### src/rtl/timerio_pkg.sv
// timerio shared definitions: register map
// and CTRL/STATUS bit positions.
package timerio_pkg;

  typedef enum logic [2:0] {
    REG_CTRL,
    REG_STATUS,
    REG_PRESC,
    REG_RELOAD_H,
    REG_RELOAD_L,
    REG_COUNT_H,
    REG_COUNT_L,
    REG_RSVD
  } reg_t;

  localparam int CTRL_EN  = 0;
  localparam int CTRL_PER = 1;
  localparam int CTRL_IE  = 2;
  localparam int CTRL_W   = 3;

  localparam int STAT_OVF = 0;
  localparam int STAT_RUN = 1;

endpackage

### src/rtl/timerio_if.sv
// timerio CPU bus: 3-bit offset, 8-bit data,
// rw=1 read, cs = decode AND vma.
interface timerio_if;
  logic [2:0] AD;
  logic [7:0] DI;
  logic [7:0] DO;
  logic       rw;
  logic       cs;

  modport master (
    output AD, DI, rw, cs,
    input  DO
  );

  modport slave (
    input  AD, DI, rw, cs,
    output DO
  );
endinterface

### src/rtl/timerio_presc.sv
// timerio prescaler: one tick every
// divisor+1 enabled clocks.
module timerio_presc (
  input  logic       clk,
  input  logic       rst,
  input  logic       en,
  input  logic       clear,
  input  logic [7:0] divisor,
  output logic       tick
);
  logic [7:0] cnt;

  assign tick = en & (cnt == divisor);

  always_ff @(posedge clk or negedge rst) begin
    if (!rst) begin
      cnt <= '0;
    end else if (clear) begin
      cnt <= '0;
    end else if (en) begin
      cnt <= tick ? 8'd0 : cnt + 8'd1;
    end
  end
endmodule

### src/rtl/timerio.sv
// timerio: 16-bit down-counter with prescaler,
// one-shot/periodic modes and level irq.
module timerio
  import timerio_pkg::*;
(
  input  logic      clk,
  input  logic      rst,
  timerio_if.slave  bus,
  output logic      irq
);
  logic [CTRL_W-1:0] ctrl;
  logic              ovf;
  logic [7:0]        presc;
  logic [7:0]        stage;
  logic [7:0]        shadow;
  logic [15:0]       reload;
  logic [15:0]       count;
  logic [7:0]        status;

  logic wr, rd, ctrl_wr, en_rise;
  logic presc_en, presc_clr;
  logic tick, expire;

  assign wr      = bus.cs & ~bus.rw;
  assign rd      = bus.cs & bus.rw;
  assign ctrl_wr = wr & (reg_t'(bus.AD) == REG_CTRL);
  assign en_rise = ctrl_wr & bus.DI[CTRL_EN]
                 & ~ctrl[CTRL_EN];

  // Any CTRL write freezes the prescaler for
  // that edge, so a racing tick is dropped.
  assign presc_en  = ctrl[CTRL_EN] & ~ctrl_wr;
  assign presc_clr = en_rise
                   | (wr & (reg_t'(bus.AD) == REG_PRESC));

  timerio_presc u_presc (
    .clk     (clk),
    .rst     (rst),
    .en      (presc_en),
    .clear   (presc_clr),
    .divisor (presc),
    .tick    (tick)
  );

  assign expire = tick & (count == 16'd1);
  assign irq    = ovf & ctrl[CTRL_IE];

  always_ff @(posedge clk or negedge rst) begin
    if (!rst) begin
      ctrl   <= '0;
      ovf    <= 1'b0;
      presc  <= '0;
      stage  <= '0;
      reload <= '0;
      count  <= '0;
      shadow <= '0;
    end else begin
      if (tick) begin
        if (expire) begin
          ovf <= 1'b1;
          if (ctrl[CTRL_PER]) begin
            count <= reload;
          end else begin
            count         <= '0;
            ctrl[CTRL_EN] <= 1'b0;
          end
        end else begin
          count <= count - 16'd1;
        end
      end
      if (rd && reg_t'(bus.AD) == REG_COUNT_H) begin
        shadow <= count[7:0];
      end
      if (wr) begin
        unique case (reg_t'(bus.AD))
          REG_CTRL: begin
            ctrl <= bus.DI[CTRL_W-1:0];
            if (en_rise) count <= reload;
          end
          REG_STATUS: begin
            // hardware set wins over a clear
            if (bus.DI[STAT_OVF] && !expire)
              ovf <= 1'b0;
          end
          REG_PRESC:    presc <= bus.DI;
          REG_RELOAD_H: stage <= bus.DI;
          REG_RELOAD_L: begin
            reload <= {stage, bus.DI};
            if (!ctrl[CTRL_EN])
              count <= {stage, bus.DI};
          end
          default: ;
        endcase
      end
    end
  end

  always_comb begin
    status           = '0;
    status[STAT_OVF] = ovf;
    status[STAT_RUN] = ctrl[CTRL_EN];
  end

  always_comb begin
    bus.DO = 8'h00;
    if (rd) begin
      unique case (reg_t'(bus.AD))
        REG_CTRL:     bus.DO = {5'd0, ctrl};
        REG_STATUS:   bus.DO = status;
        REG_PRESC:    bus.DO = presc;
        REG_RELOAD_H: bus.DO = reload[15:8];
        REG_RELOAD_L: bus.DO = reload[7:0];
        REG_COUNT_H:  bus.DO = count[15:8];
        REG_COUNT_L:  bus.DO = shadow;
        default:      bus.DO = 8'h00;
      endcase
    end
  end
endmodule

### src/flat_wrapper.sv
// flat-port wrapper written by rule: the top's interface ports become plain ports
module timerio_flat import timerio_pkg::*;
  (clk, rst, irq, bus_AD, bus_DI, bus_rw, bus_cs, bus_DO);
  timerio_if bus_i ();
  input  logic clk;
  input  logic rst;
  output logic irq;
  input wire logic [$bits(bus_i.AD)-1:0] bus_AD;
  input wire logic [$bits(bus_i.DI)-1:0] bus_DI;
  input wire logic [$bits(bus_i.rw)-1:0] bus_rw;
  input wire logic [$bits(bus_i.cs)-1:0] bus_cs;
  output wire logic [$bits(bus_i.DO)-1:0] bus_DO;
  assign bus_i.AD = bus_AD;
  assign bus_i.DI = bus_DI;
  assign bus_i.rw = bus_rw;
  assign bus_i.cs = bus_cs;
  assign bus_DO = bus_i.DO;
  timerio u_core (.clk(clk), .rst(rst), .bus(bus_i), .irq(irq));
endmodule
### config.mk
export PLATFORM = sky130hd
export DESIGN_NAME = timerio_flat
export DESIGN_NICKNAME = d
export VERILOG_FILES = /design/src/rtl/timerio_pkg.sv /design/src/rtl/timerio_if.sv /design/src/rtl/timerio_presc.sv /design/src/rtl/timerio.sv /design/src/flat_wrapper.sv
export SDC_FILE = /design/constraint.sdc
export NUM_CORES = 1
export LEC_CHECK = 0
export BUFFER_PORTS_ARGS = -buffer_cell sky130_fd_sc_hd__buf_2
export CAP_MARGIN = 20
export CORE_ASPECT_RATIO = 0.9
export CORE_UTILIZATION = 40
export DETAILED_ROUTE_END_ITERATION = 12
export GPL_ROUTABILITY_DRIVEN = 0
export MAX_ROUTING_LAYER = met4
export PLACE_DENSITY = 0.54
export SYNTH_ARGS = -nofsm -noshare
export SYNTH_HDL_FRONTEND = slang
export SYNTH_SLANG_ARGS = --single-unit
export TNS_END_PERCENT = 30
### constraint.sdc
create_clock -name clk -period 3.3 [get_ports clk]
set_clock_uncertainty 0.15 [all_clocks]
set_input_delay 0.66 -clock clk [delete_from_list [all_inputs] [get_ports clk]]
set_output_delay 0.66 -clock clk [all_outputs]
set_load 0.02 [all_outputs]
==> results.json, run 1 <==
{
  "status": "complete, no violations",
  "vias": 4060,
  "portBuffers": 23,
  "io_pins": 24,
  "synth-warning-count": 0,
  "ys_dominant_reg_cell": "dfrtp_1",
  "synth_edf_count": 0,
  "critPathKind": "input pin to output port",
  "p_seq_share_pct": 39.1,
  "hpwl_mm": 10.6,
  "crit_chain": "buf_2 > nor2b_1 > a21oi_1 > a211oi_1 > buf_2",
  "drive_above_1_share_pct": 23.5,
  "syn_area_um2": 4420,
  "p_comb_share_pct": 30.7,
  "clockBufferDepth": 2,
  "drv_cap": 0,
  "synthArstFlopShare_pct": 100,
  "clk_latency_ns": 0.34,
  "grt_pass1_wl_mm": 22.4,
  "grt_pass1_vias": 3681,
  "fin_crit_ns": 2.95,
  "antenna_found_initial": 0,
  "finalHoldViolCount": 0,
  "hold_path.class": "input pin to async pin",
  "synthCells": 473,
  "cts_root_buf": "clkbuf_16",
  "setup_violations": 0,
  "cpMostUsedCell": "buf_2",
  "cp_max_fo": 22,
  "rrSetupSlack_ns": 0.51,
  "crit-reg2reg-capture": "u_core.count[9]$_DFF_PN0_",
  "rsz0062_at_grt": "false",
  "final.setup.tns_ns": 0,
  "reg2reg_from": "u_core.count[1]$_DFF_PN0_",
  "cp-end-kind": "output port",
  "syn_nets": 492,
  "max_stage_delay_ns": 0.50,
  "synth_top_area_share_pct": 38.5,
  "seq_area_frac_synth_pct": 38.5,
  "clk_pin_slew_ns": 0.05,
  "yosysUniqueCellTypes": 65,
  "numCtsBuffers": 9,
  "synth_common_cells": "dfrtp_1 (68), mux2_2 (43), nor2_1 (43)",
  "ys_ff_latch": 68,
  "grt_overflow": 0,
  "die-area_um2": 11500,
  "p_leak_nw": 2.19,
  "synthTopCellsByArea": "dfrtp_1 (38%), mux2_2 (11%), o21ai_0 (3.7%)",
  "cp_data_required_time_ns": 2.49,
  "yosysTopAreaCell": "dfrtp_1",
  "avgSynthCellArea_um2": 9.35,
  "maxSlewViolCount": 0,
  "max_freq_ghz": 0.339,
  "cp-start-kind": "input pin",
  "core-area_um2": 10800,
  "wl_per_cell_um": 22.8,
  "fin_nets": 517,
  "cts_sinks": 68,
  "p_per_area_nw_per_um2": 699,
  "dr.pass1.iters": 7,
  "maxSlewHeadroom_pct": 39.0,
  "p_switching_w": 0.00134,
  "cts_tree": "done",
  "cp_slowest_cell": "nor2b_1",
  "die_height_um": 102,
  "cts_resized": 0,
  "grt_start_max_net_pins": 69,
  "htreeDepth": 3,
  "area_delta_synth_final_pct": 14.3,
  "pwr-share-clk_pct": 30.3,
  "dieWidth_um": 113,
  "drtIter0Drc": 432,
  "diodes": 0,
  "intPower_w": 0.00219,
  "postCtsSetupBuffers": 0,
  "ctsHoldBuffers": 0,
  "tightest_slew_ns": 0.915,
  "r2r_cells": 9,
  "cp.arrival_ns": 2.14,
  "p_total_w": 0.00353,
  "totalWireLength_mm": 14.5,
  "fp-row-count": 36,
  "synth.most_common_cell": "dfrtp_1",
  "final_antenna_net_count": 0,
  "post-route-util_pct": 46.7,
  "vias_per_cell": 6.38,
  "drcViolationCount": 0,
  "p_sw_share_pct": 38.0,
  "grtUsageTotal_pct": 27.3,
  "start_util_pct": 40.9,
  "irDropWorstVdd_v": 0.000308,
  "min_period_over_period_pct": 89.4
}
[power groups by stage]
stage	sequential [W]	combinational (W)	clock [W]
2_1_floorplan	0.00121	0.000846	0
3_3_place_gp	0.00138	0.00105	0
3_5_place_dp	0.00138	0.00106	0
4_1_cts	0.00137	0.00107	0.00108
5_1_grt	0.00140	0.00120	0.00112
6_report	0.00138	0.00108	0.00107
[cell usage in the layout (no fill, tap or decap), types with 3 or more instances in the layout]
| master | synthesis | routed |
|---|---|---|
| a21oi_1 | 24 | 24 |
| nor4_2 | 3 | 3 |
| buf_4 | 2 | 21 |
| a31oi_1 | 12 | 12 |
| xor2_1 | 9 | 9 |
| nor3_1 | 11 | 11 |
| and2_1 | 4 | 4 |
| nor4_4 | 4 | 4 |
| nor3b_1 | 3 | 3 |
| and3_1 | 11 | 11 |
| o21ai_0 | 33 | 33 |
| a22oi_1 | 6 | 6 |
| a211oi_1 | 7 | 7 |
| o21ai_1 | 4 | 4 |
| nand3_1 | 17 | 17 |
| nor2b_1 | 3 | 3 |
| a221oi_1 | 4 | 4 |
| mux2i_1 | 6 | 6 |
| nor2_1 | 43 | 43 |
| o211ai_1 | 5 | 5 |
| mux2_2 | 43 | 43 |
| nand2_1 | 39 | 39 |
| dfrtp_1 | 68 | 68 |
| nand4_1 | 7 | 7 |
| buf_2 | 7 | 23 |
| a22o_1 | 10 | 10 |
| o2111ai_1 | 4 | 4 |
| o221ai_1 | 3 | 3 |
| a222oi_1 | 4 | 4 |
| ha_1 | 4 | 4 |
| clkbuf_16 | 0 | 9 |
| inv_1 | 11 | 11 |
[sequential cells by signal, indices dropped and copies added (netlist names)]
register,count
u_core.count,16
u_core.reload,16
u_core.presc,8
u_core.shadow,8
u_core.stage,8
u_core.u_presc.cnt,8
u_core.ctrl,3
u_core.ovf,1
[critical path, delay by kind of cell]
family	cells	cell delay (ns)
AO/OA/AOI/OAI	2	0.39
buffers and inverters	2	0.59
AND/OR/NAND/NOR	1	0.50
[cell type report]
type	instances	area, um^2
fill	1046	5760
multi-input combinational	364	2540
sequential	68	1700
timing repair buffer	44	273
clock buffer	11	243
tap	133	166
clock inverter	5	85.1
inverter	11	41.3
[metal layers]
metal  up-vias  GRT usage, %  wire length [um]
met3        36          6.28              1280
met5         -             -                 0
met2       225          38.9              6280
met4         0          10.3               457
li1       1838             -                 -
met1      1961          37.6              6510
[how the worst max path moves through the flow]
stage               from        end  slack, ns  cells past startpoint
6_report       bus_AD[0]  bus_DO[1]       0.35                      5
5_1_grt        bus_AD[0]  bus_DO[1]       0.22                      5
4_1_cts        bus_AD[0]  bus_DO[1]       0.38                      5
3_5_place_dp   bus_AD[0]  bus_DO[1]       0.38                      5
3_3_place_gp   bus_AD[0]  bus_DO[1]       0.42                      5
2_1_floorplan  bus_AD[0]  bus_DO[2]       0.50                      6
[metrics by stage]
step | std cells | hold slack [ns] | instance area [um^2] | setup slack (ns)
2_1_floorplan | 473 | 0.214 | 4420 | 0.495
3_3_place_gp | 620 | 0.344 | 4720 | 0.416
3_5_place_dp | 620 | 0.345 | 4720 | 0.378
4_1_cts | 636 | 0.358 | 5050 | 0.378
5_1_grt | 636 | 0.380 | 5050 | 0.216
6_report | 636 | 0.356 | 5050 | 0.351
[cell families after synthesis]
group | after synthesis | synth area share, %
compound gates | 142 | 22.0
xor+xnor | 9 | 1.78
mux | 50 | 12.8
flops | 68 | 38.5
simple gates | 159 | 19.7
fa+ha+maj | 4 | 1.13
buf+inv | 41 | 4.02
Note: power is estimated with default switching activity, not from simulation.
==> inputs of run 2 (changes only) <==
==> constraint.sdc (replaced) <==
create_clock -name clk -period 3.59 [get_ports clk]
set_clock_uncertainty 0.15 [all_clocks]
set_input_delay 0.718 -clock clk [delete_from_list [all_inputs] [get_ports clk]]
set_output_delay 0.718 -clock clk [all_outputs]
set_load 0.02 [all_outputs]
==> run 2 against run 1 <==
  * Flip-flop and latch count did not move
  * Combinational power fell by 8%
  * Sequential share of layout area rose by 0.38 points
  * Clock power fell by 20%
  * Total power fell by 12%
  * Sequential power fell by 9%
  * Cell count fell by 0.31%
  * Clock-buffer cell count fell by 1
  * Critical path depth did not move
  * Global-route usage rose by 0.083 points
  * Highest routed layer unchanged
==> results.json, run 2 (same netlist as run 1, synthesis figures left out) <==
{
  "status": "complete, no violations",
  "clockBufferDepth": 2,
  "max_freq_ghz": 0.328,
  "cts_sinks": 68,
  "portBuffers": 23,
  "vias": 4000,
  "clk_latency_ns": 0.34,
  "post-route-util_pct": 46.2,
  "grt_overflow": 0,
  "cts_root_buf": "clkbuf_16",
  "numCtsBuffers": 9,
  "dr.pass1.iters": 5,
  "area_delta_synth_final_pct": 13.0,
  "start_util_pct": 40.9,
  "setup_violations": 0,
  "grt_start_max_net_pins": 69,
  "r2r_cells": 9,
  "rsz0062_at_grt": "false",
  "cp_max_fo": 22,
  "hold_path.class": "register to register",
  "final.setup.tns_ns": 0,
  "clk_pin_slew_ns": 0.06,
  "worst-path-buf-inv": 2,
  "diodes": 0,
  "irDropWorstVdd_v": 0.000310,
  "totalWireLength_mm": 14.4,
  "cpMostUsedCell": "buf_2",
  "p_leak_nw": 2.15,
  "core-area_um2": 10800,
  "postCtsSetupBuffers": 0,
  "maxSlewHeadroom_pct": 40.6,
  "grt_pass1_wl_mm": 22.1,
  "drcViolationCount": 0,
  "htreeDepth": 3,
  "dieWidth_um": 113,
  "hold_depth": 1,
  "grt_pass1_vias": 3665,
  "crit_family": "buffers and inverters",
  "crit_chain": "buf_2 > nor2b_1 > a21oi_1 > a211oi_1 > buf_2",
  "drive_above_1_share_pct": 23.4,
  "fin_nets": 515,
  "die-area_um2": 11500,
  "reg_top3": "u_core.count x16, u_core.reload x16",
  "hpwl_mm": 10.5,
  "final_antenna_net_count": 0,
  "fp-row-count": 36,
  "tightest_slew_ns": 0.890,
  "grtUsageTotal_pct": 27.4,
  "max_stage_delay_ns": 0.50,
  "mostFrequentLayoutCells": "dfrtp_1 (68), mux2_2 (43), nor2_1 (43)",
  "critPathKind": "input pin to output port",
  "die_height_um": 102,
  "cp-end-kind": "output port",
  "fin_crit_ns": 3.05,
  "drtIter0Drc": 477,
  "p_per_area_nw_per_um2": 621,
  "cp-start-kind": "input pin",
  "reg2reg_from": "u_core.count[1]$_DFF_PN0_",
  "crit-reg2reg-capture": "u_core.count[9]$_DFF_PN0_",
  "maxSlewViolCount": 0,
  "min_from": "u_core.stage[0]$_DFFE_PN0P_",
  "cp.arrival_ns": 2.18,
  "place_ws_ns": 0.525,
  "rrSetupSlack_ns": 0.68,
  "finalHoldViolCount": 0,
  "cts_tree": "done",
  "fillers": 1047,
  "cp_data_required_time_ns": 2.72,
  "cts_resized": 0,
  "min_period_over_period_pct": 85.0,
  "antenna_found_initial": 0,
  "cp_slowest_cell": "nor2b_1",
  "drv_cap": 0,
  "wl_per_cell_um": 22.7,
  "ctsHoldBuffers": 0,
  "min_delay_worst_endpoint": "u_core.stage[0]$_DFFE_PN0P_",
  "io_pins": 24,
  "final_common_cell": "dfrtp_1",
  "vias_per_cell": 6.31,
  "setup_ws_ns": 0.539
}
==> run 2: cell types whose count changed in the layout (fill, tap and decap cells not counted), sizes merged <==
cell      delta
clkinv       -2
clkbuf       -1
buf          -2
clkinvlp     +3
bufinv       -2
inv          +2
==> run 2: worst max-delay path by stage <==
| stage | start | end | slack [ns] | depth (start not counted) |
|---|---|---|---|---|
| 5_1_grt | bus_AD[0] | bus_DO[1] | 0.40 | 5 |
| 4_1_cts | bus_AD[0] | bus_DO[1] | 0.53 | 5 |
| 3_5_place_dp | bus_AD[0] | u_core.count[11]$_DFF_PN0_ | 0.53 | 7 |
| 2_1_floorplan | bus_AD[0] | bus_DO[2] | 0.67 | 6 |
| 3_3_place_gp | bus_AD[0] | u_core.count[11]$_DFF_PN0_ | 0.59 | 7 |
| 6_report | bus_AD[0] | bus_DO[1] | 0.54 | 5 |
==> run 2: power by group <==
part / switching, W / internal (W) / total [W]
clock: 0.000361 / 0.000491 / 0.000852
combinational: 0.000568 / 0.000428 / 0.000996
sequential: 0.000306 / 0.000950 / 0.00126
total: 0.00124 / 0.00187 / 0.00310
==> run 2: area by class of cell <==
class | instances | area [um^2] | share of cell area, %
clock buffer | 10 | 239 | 4.78
multi-input combinational | 364 | 2540 | 50.9
sequential | 68 | 1700 | 34.1
timing repair buffer | 42 | 258 | 5.16
clock inverter | 6 | 47.5 | 0.952
tap | 133 | 166 | 3.33
inverter | 11 | 41.3 | 0.827
==> run 2: metal layers <==
layer  global-route usage [%]  routed length [um]
met1                     36.9                6330
met2                     39.4                6220
met3                     7.30                1400
met4                     10.1                 429
met5                        -                   0
==> run 2: worst register-to-register path, stage by stage, from the launching register on <==
cell	delay (ns)
dfrtp_1	0.42
inv_1	0.18
ha_1	0.21
nor4b_1	0.34
and4_1	0.40
buf_4	0.29
a22oi_2	0.10
o2bb2ai_2	0.21
a211oi_1	0.10
or3_1	0.38
==> run 2: stage by stage <==
stage               area (um^2)  hold WS (ns)  total power, W  std cells
finish                     4990         0.355         0.00310        634
global route               4990         0.384         0.00328        634
CTS                        4990         0.359         0.00310        634
detailed placement         4710         0.346         0.00223        618
global placement           4710         0.342         0.00223        618
floorplan                  4420         0.272         0.00189        473
